## src/rtl/mask_rx.sv

```systemverilog
// M-level ASK receiver: rectify, integrate-and-dump per symbol, slice against uniform thresholds,
// track carrier hunt/lock/loss and buffer symbols in a show-ahead FIFO. Define MASK_RX_GRAY_EN for Gray decode.
module mask_rx #(
  parameter int DATA_W        = 16,
  parameter int SYMBOL_PERIOD = 50,
  parameter int BITS_PER_SYM  = 2,
  parameter int FIFO_DEPTH    = 4,
  parameter int IDLE_SYMBOLS  = 8
) (
  input  logic                     sys_clk,
  input  logic                     sys_rst_n,
  input  logic                     rx_en,
  input  logic signed [DATA_W-1:0] rx_signal,
  input  logic [DATA_W-1:0]        thr_step,
  output logic [BITS_PER_SYM-1:0]  sym_data,
  output logic                     sym_valid,
  input  logic                     sym_ready,
  output logic                     locked,
  output logic                     eof,
  output logic                     overflow
);

  localparam int L     = 1 << BITS_PER_SYM;
  localparam int CNT_W = $clog2(SYMBOL_PERIOD);
  localparam int ACC_W = DATA_W + CNT_W;
  localparam int THR_W = ACC_W + BITS_PER_SYM + 1;
  localparam int PTR_W = $clog2(FIFO_DEPTH);
  localparam int ZR_W  = $clog2(IDLE_SYMBOLS + 1);

  typedef enum logic [1:0] {ST_IDLE = 2'd0, ST_HUNT = 2'd1, ST_LOCK = 2'd2} state_t;

  state_t                  state_q;
  logic [CNT_W-1:0]        cnt_q;
  logic [ACC_W-1:0]        acc_q;
  logic [ZR_W-1:0]         zrun_q;
  logic [PTR_W-1:0]        wr_q;
  logic [PTR_W-1:0]        rd_q;
  logic [PTR_W:0]          count_q;
  logic                    locked_q;
  logic                    eof_q;
  logic                    ovf_q;
  logic [BITS_PER_SYM-1:0] mem_q [FIFO_DEPTH];

  logic [DATA_W-1:0]       rect_s;
  logic [ACC_W-1:0]        sum_d;
  logic [THR_W-1:0]        thr_base_s;
  logic [THR_W-1:0]        thr_k_s;
  logic [BITS_PER_SYM-1:0] idx_s;
  logic [BITS_PER_SYM-1:0] sym_push_s;
  logic                    last_s;
  logic                    pop_s;
  logic                    full_s;
  logic                    push_s;
  logic                    write_s;

  // Full-wave rectifier; the most negative code saturates instead of wrapping.
  always_comb begin
    if (!rx_signal[DATA_W-1]) begin
      rect_s = $unsigned(rx_signal);
    end else if (rx_signal == {1'b1, {(DATA_W-1){1'b0}}}) begin
      rect_s = {1'b0, {(DATA_W-1){1'b1}}};
    end else begin
      rect_s = $unsigned(-rx_signal);
    end
  end

  assign sum_d = acc_q + ACC_W'(rect_s);

  // Saturating slicer: count thresholds k*thr_step*SYMBOL_PERIOD that the integral reaches.
  always_comb begin
    thr_base_s = THR_W'(thr_step) * THR_W'(SYMBOL_PERIOD);
    thr_k_s    = '0;
    idx_s      = '0;
    for (int k = 1; k < L; k++) begin
      thr_k_s = thr_k_s + thr_base_s;
      if (THR_W'(sum_d) >= thr_k_s) begin
        idx_s = idx_s + BITS_PER_SYM'(1);
      end else begin
        idx_s = idx_s;
      end
    end
  end

`ifdef MASK_RX_GRAY_EN
  assign sym_push_s = idx_s ^ (idx_s >> 1);
`else
  assign sym_push_s = idx_s;
`endif

  assign last_s  = (cnt_q == CNT_W'(SYMBOL_PERIOD - 1));
  assign pop_s   = (count_q != '0) && sym_ready;
  assign full_s  = (count_q == (PTR_W+1)'(FIFO_DEPTH));
  assign push_s  = sys_rst_n && rx_en && last_s &&
                   ((state_q == ST_LOCK) || ((state_q == ST_HUNT) && (idx_s != '0)));
  assign write_s = push_s && (!full_s || pop_s);

  // Receiver state, integrator, lock tracking and FIFO pointers.
  always_ff @(posedge sys_clk) begin
    if (!sys_rst_n) begin
      state_q  <= ST_IDLE;
      cnt_q    <= '0;
      acc_q    <= '0;
      zrun_q   <= '0;
      wr_q     <= '0;
      rd_q     <= '0;
      count_q  <= '0;
      locked_q <= 1'b0;
      eof_q    <= 1'b0;
      ovf_q    <= 1'b0;
    end else if (!rx_en || (state_q == ST_IDLE)) begin
      state_q  <= rx_en ? ST_HUNT : ST_IDLE;
      cnt_q    <= '0;
      acc_q    <= '0;
      zrun_q   <= '0;
      wr_q     <= '0;
      rd_q     <= '0;
      count_q  <= '0;
      locked_q <= 1'b0;
      eof_q    <= 1'b0;
      ovf_q    <= 1'b0;
    end else begin
      eof_q <= 1'b0;
      if (last_s) begin
        cnt_q <= '0;
        acc_q <= '0;
        case (state_q)
          ST_HUNT: begin
            if (idx_s != '0) begin
              state_q  <= ST_LOCK;
              locked_q <= 1'b1;
              zrun_q   <= '0;
            end
          end
          ST_LOCK: begin
            if (idx_s != '0) begin
              zrun_q <= '0;
            end else if (zrun_q == ZR_W'(IDLE_SYMBOLS - 1)) begin
              state_q  <= ST_HUNT;
              locked_q <= 1'b0;
              eof_q    <= 1'b1;
              zrun_q   <= '0;
            end else begin
              zrun_q <= zrun_q + ZR_W'(1);
            end
          end
          default: state_q <= ST_IDLE;
        endcase
      end else begin
        cnt_q <= cnt_q + CNT_W'(1);
        acc_q <= sum_d;
      end

      if (write_s) wr_q <= wr_q + PTR_W'(1);
      if (pop_s)   rd_q <= rd_q + PTR_W'(1);
      if (write_s && !pop_s) begin
        count_q <= count_q + (PTR_W+1)'(1);
      end else if (!write_s && pop_s) begin
        count_q <= count_q - (PTR_W+1)'(1);
      end
      // A full FIFO only drops when the consumer is not freeing a slot on the same edge.
      if (push_s && full_s && !pop_s) ovf_q <= 1'b1;
    end
  end

  // FIFO storage; contents need no reset because the occupancy count gates visibility.
  always_ff @(posedge sys_clk) begin
    if (write_s) mem_q[wr_q] <= sym_push_s;
  end

  assign sym_valid = (count_q != '0);
  assign sym_data  = sym_valid ? mem_q[rd_q] : '0;
  assign locked    = locked_q;
  assign eof       = eof_q;
  assign overflow  = ovf_q;

endmodule

```

## config.mk

```make
export PLATFORM = sky130hd
export DESIGN_NAME = mask_rx
export DESIGN_NICKNAME = d
export VERILOG_FILES = /design/src/rtl/mask_rx.sv
export SDC_FILE = /design/constraint.sdc
export NUM_CORES = 1
export LEC_CHECK = 0
export CAP_MARGIN = 20
export CORE_ASPECT_RATIO = 0.8
export CORE_MARGIN = 5
export CORE_UTILIZATION = 40
export CTS_BUF_LIST = sky130_fd_sc_hd__clkbuf_4 sky130_fd_sc_hd__clkbuf_8
export CTS_CLUSTER_DIAMETER = 100
export DETAILED_ROUTE_END_ITERATION = 8
export PLACE_DENSITY = 0.61
export SKIP_LAST_GASP = 1
export SYNTH_ARGS = -nofsm -noshare
export SYNTH_HDL_FRONTEND = slang
export SYNTH_SLANG_ARGS = --single-unit
```

## constraint.sdc

```tcl
create_clock -name sys_clk -period 10.2 [get_ports sys_clk]
set_input_delay 2.04 -clock sys_clk [delete_from_list [all_inputs] [get_ports sys_clk]]
set_output_delay 2.04 -clock sys_clk [all_outputs]
set_load 0.005 [all_outputs]
```

; ---- Word level (Yosys, flattened, before mapping)
; Memories as Yosys holds them, arrays and structs flattened. A register that Yosys moved wholly into a read port is not among the register bits.
; Cells that the tools add are included.
[totals]
register_bits = 44
mem_count = 1
word_cells = 99
inputBits = 36
output_inout_bits = 6
ram_bits = 8
[classes]
mux = 28
n_lt_le_gt_ge = 3
mul = 1
eq_ne = 12
reduce_logical = 29
bitwise_logic = 3
n_addsub = 12
[mem_list]
columns = name, words, width, read_ports, rd_ports_with_merged_regs, wr, line_no
row1 = mem_q, 4, 2, 1, 1, 1, 42  ; logic [BITS_PER_SYM-1:0] mem_q [FIFO_DEPTH];
[op_table]
columns = operator, n
row1 = 16-bit two-way mux, 2
row2 = 23-bit by 22-bit adder with 24-bit output, 1
row3 = 22-bit by 24-bit greater-or-equal comparator with 1-bit output, 1
row4 = 22-bit by 22-bit adder with 23-bit output, 1
row5 = 22-bit by 23-bit greater-or-equal comparator with 1-bit output, 1
row6 = 22-bit by 16-bit adder with 22-bit output, 1
row7 = 22-bit greater-or-equal comparator, 1
row8 = "16-bit by 5-bit multiplier with 21-bit output, second input constant", 1
row9 = 2-bit two-way mux, 10
row10 = "16-bit equality test, second input constant", 1
row11 = 16-bit negation, 1
row12 = 4-bit two-way mux, 3
row13 = 1-bit logical AND, 10
row14 = "2-bit by 1-bit adder with 2-bit output, second input constant", 4
row15 = 1-bit two-way mux, 8
row16 = 4-bit one-hot mux with 2 select lines, 1
row17 = 2-bit nonzero test, 4
row18 = "6-bit by 1-bit adder with 6-bit output, second input constant", 1
row19 = "6-bit equality test, second input constant", 1
row20 = 3-bit two-way mux, 2
row21 = "3-bit by 1-bit != test with 1-bit output, second input constant", 2
row22 = 5-bit AND reduction, 1
row23 = 5-bit OR reduction, 1
row24 = "4-bit by 1-bit adder with 4-bit output, second input constant", 1
row25 = other kinds (20), 28

; ---- Logic depth before layout (Yosys ltp)
; Gate-level depths: netlist of the first run.
[depth]
ltp_word = 19
ltp_mapped = 42
ltp_nobuf = 40

; ---- Worst setup path after synthesis of the first run
; Ideal clock, no wire load.
[synth_timing]
path_type = input -> register
from = input port thr_step[4]
to = register count_q[2]
n_path_buf = 1
cell_stages = 37
t_required_ps = 10128
arrival_time_ps = 9522
slack_ps = 607
setup_time_ps = 72
path_cell_list = ha_1 -> ha_1 -> fa_1 -> ha_1 -> a2111oi_2 -> o31ai_1 -> o21ai_0 -> xor2_1 -> inv_1 -> ha_1 -> a21o_1 -> a21oi_1 -> a22oi_2 -> a211o_1 -> maj3_1 -> a21oi_1 -> xor2_1 -> ha_1 -> and4_1 -> nand3_1 -> nor3_1 -> o21ai_0 -> o21ai_0 -> o211ai_1 -> a221o_1 -> a41oi_2 -> a211o_1 -> a31o_2 -> nand2b_1 -> buf_2 -> inv_2 -> ha_1 -> inv_1 -> fa_1 -> xor2_1 -> or3_1 -> a21oi_1
[synth_between]
elab_chain_cells = 15
word_cells_on_any_way = 21
cone_classes = add/sub (4) / mul (1) / order compare (3) / mux (4) / reduce/logical (9)
[synth_lines]
columns = item, line_no
row1 = from (decl), 14  ; input logic [DATA_W-1:0] thr_step,
row2 = 16-bit by 5-bit multiplier with 21-bit output (*), 71  ; thr_base_s = THR_W'(thr_step) * THR_W'(SYMBOL_PERIOD);
row3 = "parallel branches: the longest is 5 deep, another holds 23-bit by 22-bit adder with 24-bit output", n/a
row4 = 2-bit two-way mux (*), 76  ; if (THR_W'(sum_d) >= thr_k_s) begin
row5 = 2-bit nonzero test (*), 94  ; ((state_q == ST_LOCK) || ((state_q == ST_HUNT) && (idx_s != '0)));
row6 = 1-bit logical AND (*), 94
row7 = 1-bit logical OR (*), 94
row8 = 1-bit logical AND (*), 93  ; assign push_s = sys_rst_n && rx_en && last_s &&
row9 = 1-bit logical AND (*), 95  ; assign write_s = push_s && (!full_s || pop_s);
row10 = named net write_s, 54  ; logic write_s;
row11 = 1-bit zero test, 157  ; end else if (!write_s && pop_s) begin
row12 = 1-bit logical AND, 157
row13 = 2-bit nonzero test (no line), n/a
row14 = to (signal assigned), 156  ; count_q <= count_q + (PTR_W+1)'(1);
row15 = to (signal assigned), 158  ; count_q <= count_q - (PTR_W+1)'(1);
row16 = to (decl), 38  ; logic [PTR_W:0] count_q;
; Mark *: on every way through the listed nets, which the timed path passes.
; A chain may end at the register's enable or synchronous reset.

; ---- Final worst setup path of the first run
; Ends and elaborated chain as after synthesis.

==> results of run 1 <==
-- worst max-delay path, delay by kind of cell --
| kind | cells | cell delay (ns) |
|---|---|---|
| XOR/XNOR | 2 | 0.25 |
| AO/OA/AOI/OAI | 13 | 2.86 |
| AND/OR/NAND/NOR | 6 | 1.09 |
| buffers and inverters | 5 | 0.77 |
| adder cells (fa/ha/maj) | 9 | 2.94 |
-- cells in the final DEF, fill, tap and decap left out, types with 6 or more instances in the layout --
cell type        synthesis  layout
a211o_1                  7       7
a21oi_2                  0       8
fa_1                    14      14
nand2b_1                15      15
nand3_1                 19      19
nand2_1                 61      61
nor3_1                   9       8
o21ai_1                  5       8
o31ai_1                  7       6
a21oi_1                 49      41
and3_1                  16      16
o21ai_0                 37      33
nor2b_1                 17      17
a31oi_1                 11       9
buf_4                    0      51
ha_1                   158     156
nor2_1                  47      46
a21o_1                  28      28
or3_1                    9       9
nand4_1                 14      14
dfxtp_1                 46      46
xor2_1                  34      33
clkdlybuf4s50_1          0      41
a211oi_1                 7       6
o21a_1                   9       9
xnor2_1                 37      35
inv_1                   88      88
or2_2                    6       6
o211ai_1                 6       6
edfxtp_1                 8       8
-- power by group --
group / switching [mW] / leakage, nW / total [mW] / internal, mW
clock: 0.0729 / 0.0486 / 0.124 / 0.0514
sequential: 0.00172 / 0.427 / 0.219 / 0.218
combinational: 0.790 / 3.58 / 1.48 / 0.687
total: 0.864 / 4.06 / 1.82 / 0.956
-- cell type report --
cell class / count / area [µm²]
Multi-Input combinational cell: 689 / 5710
Timing Repair Buffer: 92 / 793
Fill cell: 1759 / 9070
Clock buffer: 6 / 76.3
Clock inverter: 2 / 13.8
Sequential cell: 54 / 1160
Inverter: 89 / 334
Tap cell: 225 / 282
-- how the worst max path moves through the flow --
stage / endpoint / from
2_1_floorplan: count_q[2]$_SDFFE_PP0P_ / thr_step[4]
4_1_cts: count_q[2]$_SDFFE_PP0P_ / thr_step[4]
3_5_place_dp: count_q[2]$_SDFFE_PP0P_ / thr_step[4]
6_report: count_q[2]$_SDFFE_PP0P_ / thr_step[4]
3_3_place_gp: count_q[2]$_SDFFE_PP0P_ / thr_step[5]
5_1_grt: count_q[2]$_SDFFE_PP0P_ / rx_signal[0]
-- Yosys cell counts, types with 15 or more instances --
cell type,n
a21o_1,28
a21oi_1,49
and3_1,16
clkbuf_1,16
dfxtp_1,46
ha_1,158
inv_1,88
nand2_1,61
nand2b_1,15
nand3_1,19
nor2_1,47
nor2b_1,17
o21ai_0,37
xnor2_1,37
xor2_1,34
-- flip-flops by register name (all words and copies together), names as in the netlist, named ones only --
register	cells
acc_q	22
cnt_q	6
count_q	3
eof	1
locked	1
mem_q	8
overflow	1
rd_q	2
state_q	2
wr_q	2
zrun_q	4
-- cells by family after synthesis --
logic type / Yosys count / share of synthesized area, %
and+or+nand+nor: 238 / 17.3
adders and majority gates: 174 / 31.9
DFF: 54 / 16.3
xor gates and xnor gates: 71 / 8.72
buffers and inverters: 110 / 5.86
muxes: 5 / 1.05
AOI/OAI and AO/OA: 201 / 18.8
-- metrics by stage --
| step | instances | total power, mW | cell area [µm²] | worst slack [ns] |
|---|---|---|---|---|
| global route | 1157 | 2.04 | 8370 | -0.0446 |
| finish | 1157 | 1.82 | 8370 | 0.469 |
| global placement | 1148 | 1.64 | 8120 | 0.0444 |
| CTS | 1156 | 1.77 | 8210 | 0.107 |
| floorplan | 853 | 1.25 | 7130 | 0.607 |
| detailed placement | 1148 | 1.63 | 8120 | -0.174 |
-- routing by layer --
| metal | up-vias | track usage (%) | wire length, µm |
|---|---|---|---|
| li1 | 3203 | - | - |
| met5 | - | 0 | 0 |
| met4 | 0 | 1.20 | 38 |
| met1 | 2732 | 21.4 | 8260 |
| met3 | 4 | 2.07 | 333 |
| met2 | 56 | 24.6 | 6800 |
-- timing repair --
| item | 4_1_cts | 5_1_grt |
|---|---|---|
| setup endpoints to repair | 0 | 5 |
| buffers inserted | 0 | 1 |
| resized for setup | 0 | 32 |
==> summary.md, run 1 <==
| Metric | Value |
|---|---|
| Setup crit end kind | `flop` |
| Synth top area cells | `ha_1 28%, dfxtp_1 13%, inv_1 4.6%, xnor2_1 4.5%, xor2_1 4.2%` |
| Cell variety after synth | `68` |
| TritonCTS clock tree | `done` |
| Cts bufs inserted | `5` |
| Chip height | `129 µm` |
| Synth Instances | `853` |
| I/O pin count | `42` |
| Global-route wire length before repair | `26500 µm` |
| Via density | `5.18` |
| Post-DRT Antenna Nets | `0` |
| Flop2flop setup slack | `3.69 ns` |
| Setup_tns | `0 ns` |
| Post-synthesis sequential area ratio | `16.3%` |
| Peak supply drop | `0.124 mV` |
| Critical path's slowest cell | `fa_1` |
| Worst Path Max Fanout | `3` |
| R2R Path End | `count_q[2]$_SDFFE_PP0P_` |
| Setup violations, final | `0` |
| Period utilisation layout | `95.4%` |
| IO Port Bufs | `41` |
| Gr usage total | `14.8%` |
| CP peak stage delay | `0.56 ns` |
| Hold_sp | `cnt_q[0]$_SDFF_PP0_` |
| Largest net degree at the start of global routing | `21` |
| Synth top area share | `27.7%` |
| DP HPWL | `12700 µm` |
| Synth Flop Type | `dfxtp_1` |
| Drt pass-1 iters | `4` |
| Fin Hold WS | `0.479 ns` |
| Drt total wl | `15400 µm` |
| Required @ worst endpoint | `10.45 ns` |
| CP Launch Type | `input pin` |
| WL per Instance | `13.3 µm` |
| Antenna violations before repair | `0` |
| FMAX | `0.103 GHz` |
| Reg-to-Reg Start | `acc_q[0]$_SDFF_PP0_` |
| Hold crit path type | `flop to flop` |
| R2R cell count | `33` |
| Inserted Diodes | `0` |
| Hold Path Stages | `1` |
| Core area | `0.0174 mm²` |
| Clock slew at reported path FFs | `0.10 ns` |
| Final-report hold violation count | `0` |
| Pwr/cell area | `218 mW/mm²` |
| Static leakage | `4.06 nW` |
| CTS sink cnt | `54` |
| Starting density of the core | `40.9%` |
| Clock Path Buffers | `2` |
| CTS Hold Buffers Added | `0` |
| Fin nets | `1139` |
| Status | `finished clean` |
| Warnings from Yosys | `0` |
| Clock Tree Root | `clkbuf_8` |
| Die area | `0.0206 mm²` |
| EDFF count, synth | `8` |
| Via count | `5995` |
| Hold Crit Endpoint | `cnt_q[0]$_SDFF_PP0_` |
| Fin. max-slew vios | `0` |
| Grt ovf | `0` |
| H-tree depth | `2` |
| Setup Skew | `0.00653 ns` |
| Initial drt markers | `290` |
| Syn avg cell area | `8.36 µm²` |
| Slew headroom | `43.7%` |
| Syn Nets | `1061` |
| Most used cell, CP | `ha_1` |
| Tightest Pin Transition | `0.842 ns` |
| MaxCap Viol Count | `0` |
| Layout cells sized above 1 | `11.4%` |
| Async SR Flop Fraction | `0%` |
| Utilization after layout | `48.0%` |
| Drt drc | `0` |
| Worst EP arrival | `9.98 ns` |
| Post-layout min period | `9.73 ns` |
| Skew-Pair Late Insertion Delay | `0.31 ns` |
| Yosys reg bits | `54` |
| Syn Std Cell Area | `0.00713 mm²` |
| Cell Rows | `43` |
| Area leader, netlist | `ha_1` |
| Crit Path Class | `input pin to flop` |
| Die width | `159 µm` |
| Vias in the first global route | `5783` |
| Gp weighted congestion | `0.809` |
| Synth-to-Final Area Change | `17.3%` |
Power figures use the tool's default switching activity.
==> inputs of run 2 (changes only) <==
--- a/config.mk
+++ b/config.mk
@@ -12,6 +12,7 @@
 export CTS_BUF_LIST = sky130_fd_sc_hd__clkbuf_4 sky130_fd_sc_hd__clkbuf_8
 export CTS_CLUSTER_DIAMETER = 100
 export DETAILED_ROUTE_END_ITERATION = 8
+export HOLD_SLACK_MARGIN = 0.02
 export PLACE_DENSITY = 0.61
 export SKIP_LAST_GASP = 1
 export SYNTH_ARGS = -nofsm -noshare
==> results of run 2 <==
Same layout as run 1: the final DEF is identical, and so are final timing and power.
